[src/rtl/uart_rx_buffered_if.sv]
// Peripheral bus port of the buffered UART receiver: one-cycle request, one-cycle acknowledge.
interface uart_rx_buffered_if;
    logic        mem_valid;
    logic [31:0] mem_addr;
    logic [3:0]  mem_wstrb;
    logic [31:0] mem_rdata;
    logic        mem_ready;

    modport master (
        output mem_valid, mem_addr, mem_wstrb,
        input  mem_rdata, mem_ready
    );

    modport slave (
        input  mem_valid, mem_addr, mem_wstrb,
        output mem_rdata, mem_ready
    );
endinterface

[src/rtl/uart_rx_buffered.sv]
// 8N1 UART receiver with a small byte FIFO, popped one byte per bus read.
// Optional even-parity frame support is enabled by defining UART_RX_PARITY_EN.
module uart_rx_buffered #(
    parameter int unsigned clk_divider_bit = 217,
    parameter int unsigned buffer_depth    = 4,
    parameter logic [31:0] base_addr       = 32'h0100_0004
) (
    input  logic               clock,
    input  logic               reset,
    input  logic               uart_rx,
    uart_rx_buffered_if.slave  bus
);

    localparam int unsigned CNT_W  = (clk_divider_bit > 2) ? $clog2(clk_divider_bit) : 1;
    localparam int unsigned PTR_W  = $clog2(buffer_depth);
    localparam int unsigned FCNT_W = PTR_W + 1;

    localparam logic [CNT_W-1:0]  HALF_LAST = CNT_W'(clk_divider_bit / 2 - 1);
    localparam logic [CNT_W-1:0]  FULL_LAST = CNT_W'(clk_divider_bit - 1);
    localparam logic [FCNT_W-1:0] DEPTH     = FCNT_W'(buffer_depth);
    localparam logic [31:0]       ADDR_MASK = 32'hFFFF_FFFC;

    typedef enum logic [2:0] {
        IDLE   = 3'd0,
        START  = 3'd1,
        DATA   = 3'd2,
        PARITY = 3'd3,
        STOP   = 3'd4
    } state_e;

    state_e              state_q, state_d;
    logic [CNT_W-1:0]    cnt_q, cnt_d;
    logic [2:0]          idx_q, idx_d;
    logic [7:0]          shift_q, shift_d;
    logic                sync1_q, sync1_d;
    logic                sync2_q, sync2_d;
    logic [7:0]          fifo_q [buffer_depth];
    logic [7:0]          fifo_d [buffer_depth];
    logic [PTR_W-1:0]    wr_ptr_q, wr_ptr_d;
    logic [PTR_W-1:0]    rd_ptr_q, rd_ptr_d;
    logic [FCNT_W-1:0]   count_q, count_d;
    logic                ovf_q, ovf_d;
    logic                frame_err_q, frame_err_d;
    logic                parity_err_q, parity_err_d;
    logic                parity_bad_q, parity_bad_d;
    logic                ready_q, ready_d;
    logic [31:0]         rdata_q, rdata_d;

    logic                rx_s_c;
    logic                push_c;
    logic                frame_bad_c;
    logic                parity_hit_c;
    logic                sel_c;
    logic                rd_c;
    logic                not_empty_c;
    logic                pop_c;
    logic                push_ok_c;
    logic [7:0]          head_c;

    assign rx_s_c = sync2_q;

    // Receive FSM: synchroniser, bit timing and byte assembly
    always_comb begin
        state_d      = state_q;
        cnt_d        = cnt_q + CNT_W'(1);
        idx_d        = idx_q;
        shift_d      = shift_q;
        sync1_d      = uart_rx;
        sync2_d      = sync1_q;
        parity_bad_d = parity_bad_q;
        push_c       = 1'b0;
        frame_bad_c  = 1'b0;
        parity_hit_c = 1'b0;

        case (state_q)
            IDLE: begin
                cnt_d = '0;
                if (!rx_s_c) begin
                    state_d = START;
                end
            end
            START: begin
                if (cnt_q == HALF_LAST) begin
                    cnt_d = '0;
                    if (rx_s_c) begin
                        state_d = IDLE;
                    end else begin
                        state_d = DATA;
                        idx_d   = 3'd0;
                    end
                end
            end
            DATA: begin
                if (cnt_q == FULL_LAST) begin
                    cnt_d          = '0;
                    shift_d[idx_q] = rx_s_c;
                    if (idx_q == 3'd7) begin
`ifdef UART_RX_PARITY_EN
                        state_d = PARITY;
`else
                        state_d = STOP;
`endif
                    end else begin
                        idx_d = idx_q + 3'd1;
                    end
                end
            end
`ifdef UART_RX_PARITY_EN
            PARITY: begin
                if (cnt_q == FULL_LAST) begin
                    cnt_d        = '0;
                    parity_bad_d = ^{shift_q, rx_s_c};
                    parity_hit_c = ^{shift_q, rx_s_c};
                    state_d      = STOP;
                end
            end
`endif
            STOP: begin
                if (cnt_q == FULL_LAST) begin
                    cnt_d   = '0;
                    state_d = IDLE;
                    if (!rx_s_c) begin
                        frame_bad_c = 1'b1;
                    end else if (!parity_bad_q) begin
                        push_c = 1'b1;
                    end
                end
            end
            default: begin
                cnt_d   = '0;
                state_d = IDLE;
            end
        endcase
    end

    // FIFO, sticky flags and the registered bus response
    always_comb begin
        fifo_d       = fifo_q;
        wr_ptr_d     = wr_ptr_q;
        rd_ptr_d     = rd_ptr_q;
        count_d      = count_q;
        ovf_d        = ovf_q;
        frame_err_d  = frame_err_q;
        parity_err_d = parity_err_q;

        sel_c       = bus.mem_valid && ((bus.mem_addr & ADDR_MASK) == (base_addr & ADDR_MASK));
        rd_c        = sel_c && (bus.mem_wstrb == 4'h0);
        not_empty_c = (count_q != '0);
        pop_c       = rd_c && not_empty_c;
        push_ok_c   = push_c && ((count_q != DEPTH) || pop_c);
        head_c      = not_empty_c ? fifo_q[rd_ptr_q] : 8'h00;

        ready_d = sel_c;
        rdata_d = '0;
        if (rd_c) begin
            rdata_d = {20'h0_0000, parity_err_q, frame_err_q, ovf_q, not_empty_c, head_c};
            ovf_d        = 1'b0;
            frame_err_d  = 1'b0;
            parity_err_d = 1'b0;
        end

        // Events in the same cycle as a clearing read win
        if (push_c && !push_ok_c) ovf_d        = 1'b1;
        if (frame_bad_c)          frame_err_d  = 1'b1;
        if (parity_hit_c)         parity_err_d = 1'b1;

        if (pop_c) begin
            rd_ptr_d = rd_ptr_q + PTR_W'(1);
        end
        if (push_ok_c) begin
            fifo_d[wr_ptr_q] = shift_q;
            wr_ptr_d         = wr_ptr_q + PTR_W'(1);
        end
        case ({push_ok_c, pop_c})
            2'b10:   count_d = count_q + FCNT_W'(1);
            2'b01:   count_d = count_q - FCNT_W'(1);
            default: count_d = count_q;
        endcase
    end

    always_ff @(posedge clock) begin
        if (reset) begin
            state_q      <= IDLE;
            cnt_q        <= '0;
            idx_q        <= '0;
            shift_q      <= '0;
            sync1_q      <= 1'b1;
            sync2_q      <= 1'b1;
            for (int i = 0; i < int'(buffer_depth); i++) begin
                fifo_q[i] <= '0;
            end
            wr_ptr_q     <= '0;
            rd_ptr_q     <= '0;
            count_q      <= '0;
            ovf_q        <= 1'b0;
            frame_err_q  <= 1'b0;
            parity_err_q <= 1'b0;
            parity_bad_q <= 1'b0;
            ready_q      <= 1'b0;
            rdata_q      <= '0;
        end else begin
            state_q      <= state_d;
            cnt_q        <= cnt_d;
            idx_q        <= idx_d;
            shift_q      <= shift_d;
            sync1_q      <= sync1_d;
            sync2_q      <= sync2_d;
            fifo_q       <= fifo_d;
            wr_ptr_q     <= wr_ptr_d;
            rd_ptr_q     <= rd_ptr_d;
            count_q      <= count_d;
            ovf_q        <= ovf_d;
            frame_err_q  <= frame_err_d;
            parity_err_q <= parity_err_d;
            parity_bad_q <= parity_bad_d;
            ready_q      <= ready_d;
            rdata_q      <= rdata_d;
        end
    end

    assign bus.mem_ready = ready_q;
    assign bus.mem_rdata = rdata_q;

endmodule
[src/flat_wrapper.sv]
// flat-port wrapper written by rule: the top's interface ports become plain ports
module uart_rx_buffered_flat 
#(
    parameter int unsigned clk_divider_bit = 217,
    parameter int unsigned buffer_depth    = 4,
    parameter logic [31:0] base_addr       = 32'h0100_0004
)
  (clock, reset, uart_rx, bus_mem_valid, bus_mem_addr, bus_mem_wstrb, bus_mem_rdata, bus_mem_ready);
  uart_rx_buffered_if bus_i ();
  input  logic clock;
  input  logic reset;
  input  logic uart_rx;
  input wire logic [$bits(bus_i.mem_valid)-1:0] bus_mem_valid;
  input wire logic [$bits(bus_i.mem_addr)-1:0] bus_mem_addr;
  input wire logic [$bits(bus_i.mem_wstrb)-1:0] bus_mem_wstrb;
  output wire logic [$bits(bus_i.mem_rdata)-1:0] bus_mem_rdata;
  output wire logic [$bits(bus_i.mem_ready)-1:0] bus_mem_ready;
  assign bus_i.mem_valid = bus_mem_valid;
  assign bus_i.mem_addr = bus_mem_addr;
  assign bus_i.mem_wstrb = bus_mem_wstrb;
  assign bus_mem_rdata = bus_i.mem_rdata;
  assign bus_mem_ready = bus_i.mem_ready;
  uart_rx_buffered #(.clk_divider_bit(clk_divider_bit), .buffer_depth(buffer_depth), .base_addr(base_addr)) u_core (.clock(clock), .reset(reset), .uart_rx(uart_rx), .bus(bus_i));
endmodule
[config.mk]
export PLATFORM = sky130hd
export DESIGN_NAME = uart_rx_buffered_flat
export DESIGN_NICKNAME = d
export VERILOG_FILES = /design/src/rtl/uart_rx_buffered_if.sv /design/src/rtl/uart_rx_buffered.sv /design/src/flat_wrapper.sv
export SDC_FILE = /design/constraint.sdc
export NUM_CORES = 1
export LEC_CHECK = 0
export ABC_AREA = 1
export BUFFER_PORTS_ARGS = -buffer_cell sky130_fd_sc_hd__buf_2
export CAP_MARGIN = 20
export CORE_MARGIN = 1.5
export CORE_UTILIZATION = 45
export DETAILED_ROUTE_END_ITERATION = 10
export PLACE_DENSITY = 0.78
export SYNTH_ARGS = -nofsm -noshare
export SYNTH_HDL_FRONTEND = slang
export SYNTH_SLANG_ARGS = --single-unit
[constraint.sdc]
create_clock -name clock -period 4.3 [get_ports clock]
set_input_delay 0.86 -clock clock [delete_from_list [all_inputs] [get_ports clock]]
set_output_delay 0.86 -clock clock [all_outputs]
set_load 0.1 [all_outputs]
==> flow_summary.yaml, run 1 <==
synth:
  yosys.area.top_type_share: 0.376
  syn_inst: 602
  ys_top_cells_by_area: "dfxtp_1 (38%), inv_1 (11%), nand2_1 (10%)"
  synth_commonest_cells: "inv_1 (123), nand2_1 (109), nor2_1 (78), dfxtp_1 (77), a21oi_1 (40)"
  yosysMostFrequentCell: "inv_1"
  ys.warnings.count: 0
  synth_edf_count: 0
  ys_seq_elements: 77
  avgSynthCellArea_um2: 6.80
  yosysTopAreaCell: "dfxtp_1"
  synthArstFlopShare: 0
  synth_seq_area_share: 0.376
  synth-main-ff-cell: "dfxtp_1"
  synth.distinct_cells: 35
  syn_area_um2: 4100
worst_setup_path:
  crit_chain: "buf_2, nor2_1, nor3b_1, nand3_2, nor2_1, ha_1, inv_1, fa_1, a21oi_1, o21ai_0, o21ai_0, a21oi_1"
  crit_required_ns: 4.55
  cp_data_arrival_time_ns: 3.12
  cp_slowest_stage_delay_ns: 0.46
  crit_cells: 12
  path_max_fanout: 6
  reg2reg_from: "u_core.cnt_q[0]$_SDFF_PP0_"
  slowest_stage: "fa_1"
  end_kind: "register"
  cp_num_buf_inv: 2
  path_delay_family: "simple AND/OR/NAND/NOR gates"
  start_kind: "input port"
  critPathLaunch: "bus_mem_wstrb[1]"
  setup.worst_path.class: "in2reg"
  r2r_cells: 14
place:
  dpl_worst_slack_ns: 1.04
  dp_hpwl_um: 5910
  gp_congestion: 0.803
  io_buffer_count: 49
  place_area_um2: 4280
clock_tree:
  numCtsBuffers: 9
  cts_hold_buf: 0
  path_clk_slew_ns: 0.08
  cts_buffer_depth: 2
  htreeDepth: 3
  postCtsSetupBuffers: 0
  ctsResizeCount: 0
  clock_latency_ns: 0.36
  cts_tree: "yes"
  cts.sinks: 77
  cts_root_buf: "clkbuf_8"
power_and_ir_drop:
  power.leakage_nw: 2.01
  p_seq_frac: 0.503
  p_int_mw: 1.02
  power_switching_mw: 0.411
  combPwrFrac: 0.104
  clock_power_share: 0.393
  power_mw: 1.43
  peakVddDrop_v: 0.000230
  sw_frac_of_total: 0.287
  power.density_nw_per_um2: 319
grt:
  grtUsageTotal: 0.182
  grt_max_degree: 38
  grt_overflow: 0
  grt_pass1_wl_um: 14300
  grt_pass1_vias: 3416
  antenna_found_initial: 0
sta:
  rsz0062_at_grt: "false"
  skew_ns: 0.0138
  hold_viol_final: 0
  setup_ws_ns: 1.43
  period_share: 0.667
  drv_slew: 0
  period_needed_ns: 2.87
  setup_viol: 0
  max_slew_margin: 0.490
  tightest_slew_ns: 0.762
  max_freq_mhz: 349
  tns_ns: 0
floorplanning:
  coreArea_um2: 8760
  io_pins: 73
  row_count: 34
  initial_utilization: 0.467
  die_h_um: 98.4
  dieArea_um2: 9680
  die_w_um: 98.4
run:
  max_cap_violations: 0
worst_hold_path:
  hold_depth: 1
  hp-start: "u_core.sync1_q$_SDFF_PP1_"
  hold_path_class: "reg2reg"
finish:
  syn_to_final_growth_pct: 9.50
  diodes: 0
  stdcell_area_um2: 4480
  drive_above_1_share: 0.128
  fillers: 838
  layout.nets: 692
detailed_routing:
  drt_iter0_drc: 190
  vias: 3617
  wl_per_cell_um: 11.0
  detail-route-antenna-nets: 0
  wl_um: 8330
  vias_per_cell: 4.79
  firstDrtPassIters: 5
  drc: 0
outcome:
  outcome: "complete, no violations"
sequential cells by signal, indices dropped and copies added, names as in the netlist:
| name | flops |
|---|---|
| u_core.bus.mem_ready | 1 |
| u_core.ovf_q | 1 |
| u_core.frame_err_q | 1 |
| u_core.sync1_q | 1 |
| u_core.rx_s_c | 1 |
| u_core.rd_ptr_q | 2 |
| u_core.fifo_q | 32 |
| u_core.cnt_q | 8 |
| u_core.count_q | 3 |
| u_core.state_q | 3 |
| u_core.wr_ptr_q | 2 |
| u_core.idx_q | 3 |
| u_core.bus.mem_rdata | 11 |
| u_core.shift_q | 8 |
per-layer routing:
| layer | part of all wire | global-route usage |
|---|---|---|
| met4 | 0.025 | 0.0986 |
| met2 | 0.50 | 0.317 |
| met3 | 0.051 | 0.0472 |
| met5 | 0 | 0 |
| met1 | 0.43 | 0.202 |
per-stage QoR:
step                      cells   util  hold slack, ns
after global routing        755  0.512           0.453
after floorplan             622      -           0.389
after global placement      739  0.488           0.393
after detailed placement    739  0.488           0.408
final                       755  0.512           0.422
after CTS                   755  0.512           0.429
worst reg2reg max path: cells and delay by family (launching register included):
| family | cells | cell delay, ns |
|---|---|---|
| flip-flops | 1 | 0.38 |
| AND/OR/NAND/NOR | 4 | 0.34 |
| AO/OA/AOI/OAI | 4 | 0.61 |
| buffers and inverters | 3 | 0.27 |
| adder cells (fa/ha/maj) | 3 | 0.79 |
placed cells by master (no fill, tap or decap), types with 9 or more instances in the layout:
cell | netlist | final
inv_1 | 123 | 123
nand2_1 | 109 | 109
nor2_1 | 78 | 78
dfxtp_1 | 77 | 77
buf_2 | 3 | 49
a21oi_1 | 40 | 40
nand4_1 | 36 | 36
o21ai_0 | 29 | 29
conb_1 | 1 | 21
nand3_1 | 17 | 17
ha_1 | 9 | 9
clkbuf_8 | 0 | 9
final timing paths:
path	end	slack [ns]
hold reg to reg	u_core.rx_s_c$_SDFF_PP1_	0.42
setup / recovery	u_core.count_q[2]$_SDFFE_PP0P_	1.43
hold / removal	u_core.rx_s_c$_SDFF_PP1_	0.42
setup reg to reg	u_core.count_q[2]$_SDFFE_PP0P_	1.81
area by class of cell:
class | instances | area [µm²] | share of cell area
Timing Repair Buffer | 52 | 268 | 0.0597
Sequential cell | 77 | 1540 | 0.344
Clock buffer | 9 | 124 | 0.0276
Multi-Input combinational cell | 375 | 1860 | 0.415
Clock inverter | 7 | 80.1 | 0.0179
Tap cell | 108 | 135 | 0.0301
Inverter | 127 | 477 | 0.106
logic make-up after synthesis:
| kind of cell | count (synthesis) | share of synthesized area |
|---|---|---|
| adder cells (fa/ha/maj) | 10 | 0.0324 |
| flip-flops | 77 | 0.376 |
| AND/OR/NAND/NOR | 263 | 0.295 |
| XOR/XNOR | 5 | 0.0107 |
| buffers and inverters | 170 | 0.188 |
| other | 1 | 0.000916 |
| AO/OA/AOI/OAI | 76 | 0.0965 |
power groups by stage:
| stage | Clock [mW] | Sequential [mW] | Combinational (mW) |
|---|---|---|---|
| CTS | 0.576 | 0.720 | 0.149 |
| global placement | 0 | 0.736 | 0.146 |
| detailed placement | 0 | 0.737 | 0.148 |
| floorplan | 0 | 0.735 | 0.138 |
| finish | 0.562 | 0.720 | 0.149 |
| global route | 0.601 | 0.721 | 0.163 |
Power figures use the tool's default switching activity.
==> run 2: changes to the inputs <==
clock period = 2.7 ns   (was 4.3 ns; I/O delays follow)
==> run 2 against run 1 <==
Net effect:
- cell count grew 0.53%
- via count grew 0.83%
- sequential power grew 60%
- sequential cell count is the same
- worst setup slack lost 1.1 ns
- design area grew 1.7%
- clock skew grew 0.0016 ns
- worst hold slack lost 0.052 ns
- register-to-register slack lost 1.5 ns
- largest power group unchanged
==> flow_summary.yaml, run 2 (synthesis gave the netlist of run 1 again) <==
clock_tree:
  numCtsBuffers: 9
  cts_root_buf: "clkbuf_8"
  cts.sinks: 77
  clock_latency_ns: 0.36
  ctsResizeCount: 0
  cts_hold_buf: 0
  postCtsSetupBuffers: 0
  htreeDepth: 3
  path_clk_slew_ns: 0.08
  cts_tree: "yes"
  cts_buffer_depth: 2
finish:
  drive_above_1_share: 0.134
  layout.nets: 696
  syn_to_final_growth_pct: 11.4
  largest_reg_flops: 32
  regMostFlops: "u_core.fifo_q"
  final_cell_mix: "inv_1 (123), nand2_1 (109), nor2_1 (78), dfxtp_1 (77), buf_2 (49)"
  diodes: 0
  final_common_cell: "inv_1"
  stdcell_area_um2: 4560
power_and_ir_drop:
  peakVddDrop_v: 0.000303
  power.density_nw_per_um2: 543
  power.leakage_nw: 2.06
grt:
  antenna_found_initial: 0
  grt_pass1_vias: 3440
  grt_max_degree: 38
  grt_overflow: 0
  grt_pass1_wl_um: 14500
  grtUsageTotal: 0.180
sta:
  setup_viol: 0
  rsz0062_at_grt: "false"
  drv_slew: 0
  max_slew_margin: 0.658
  tns_ns: 0
  period_needed_ns: 2.41
  tightest_slew_ns: 0.512
  period_share: 0.892
  hold_viol_final: 0
  max_freq_mhz: 415
  skew_ns: 0.0154
detailed_routing:
  met2WireLength_um: 4250
  drt-met1-wl_um: 3770
  wl_met3_um: 390
  wl_per_cell_um: 11.2
  detail-route-antenna-nets: 0
  routed.top_layer: "met4"
  vias_per_cell: 4.81
  wl_um: 8490
  drc: 0
  firstDrtPassIters: 5
  drt_iter0_drc: 145
  vias: 3647
place:
  gp_congestion: 0.863
  dp_hpwl_um: 6130
  io_buffer_count: 49
  place_area_um2: 4310
worst_setup_path:
  r2r_cells: 14
  reg2reg_from: "u_core.cnt_q[0]$_SDFF_PP0_"
  start_kind: "register"
  reg2reg_slack_ns: 0.29
  path_max_fanout: 6
  crit_required_ns: 2.94
  crit_path_end: "u_core.count_q[2]$_SDFFE_PP0P_"
  worst_r2r_endpoint: "u_core.count_q[2]$_SDFFE_PP0P_"
  cp_data_arrival_time_ns: 2.65
  setup.worst_path.class: "reg2reg"
  critPathLaunch: "u_core.cnt_q[0]$_SDFF_PP0_"
  end_kind: "register"
floorplanning:
  die_h_um: 98.4
  row_count: 34
  die_w_um: 98.4
  coreArea_um2: 8760
  initial_utilization: 0.467
  dieArea_um2: 9680
  io_pins: 73
worst_hold_path:
  hold_path_class: "in2reg"
  hold_depth: 2
run:
  max_cap_violations: 0
outcome:
  outcome: "complete, no violations"
run 2: cell type report:
type                       count  area, µm²
clock inverter                 7        128
sequential                    77       1540
clock buffer                   9        124
inverter                     127        477
timing repair buffer          56        298
multi-input combinational    375       1860
tap                          108        135
fill                         853       4200
run 2: worst max-delay path, cell delays in order, from the launching register on:
cell     delay [ns]
dfxtp_1        0.39
inv_1          0.06
ha_1           0.20
nand2_1        0.10
nor2_4         0.06
inv_2          0.13
nor3_1         0.07
nand2_1        0.09
ha_1           0.14
inv_1          0.08
fa_1           0.45
a21oi_1        0.14
o21ai_0        0.13
o21ai_0        0.20
a21oi_1        0.05
run 2: worst min path at each step:
stage / startpoint / end
3_3_place_gp: u_core.sync1_q$_SDFF_PP1_ / u_core.rx_s_c$_SDFF_PP1_
3_5_place_dp: u_core.sync1_q$_SDFF_PP1_ / u_core.rx_s_c$_SDFF_PP1_
6_report: uart_rx / u_core.sync1_q$_SDFF_PP1_
5_1_grt: uart_rx / u_core.sync1_q$_SDFF_PP1_
4_1_cts: uart_rx / u_core.sync1_q$_SDFF_PP1_
2_1_floorplan: u_core.sync1_q$_SDFF_PP1_ / u_core.rx_s_c$_SDFF_PP1_
run 2: per-layer routing:
metal	global-route usage	vias up
met1	0.209	1639
met4	0.0585	0
met2	0.326	91
met3	0.0415	9
met5	0	-
li1	-	1908
run 2: power breakdown:
| part | leakage [nW] | total, mW | switching, mW | internal [mW] |
|---|---|---|---|---|
| Sequential | 0.621 | 1.15 | 0.00535 | 1.14 |
| Combinational | 1.31 | 0.239 | 0.193 | 0.0461 |
| Clock | 0.127 | 1.09 | 0.462 | 0.630 |
run 2: per-stage QoR:
step / cells / setup slack (ns) / util / hold WS, ns / power (mW)
2_1_floorplan: 622 / 0.294 / - / 0.389 / 1.39
3_3_place_gp: 743 / 0.157 / 0.492 / 0.391 / 1.41
3_5_place_dp: 743 / 0.0761 / 0.492 / 0.408 / 1.41
4_1_cts: 759 / 0.305 / 0.521 / 0.358 / 2.50
5_1_grt: 759 / 0.0869 / 0.521 / 0.377 / 2.56
6_report: 759 / 0.292 / 0.521 / 0.370 / 2.48
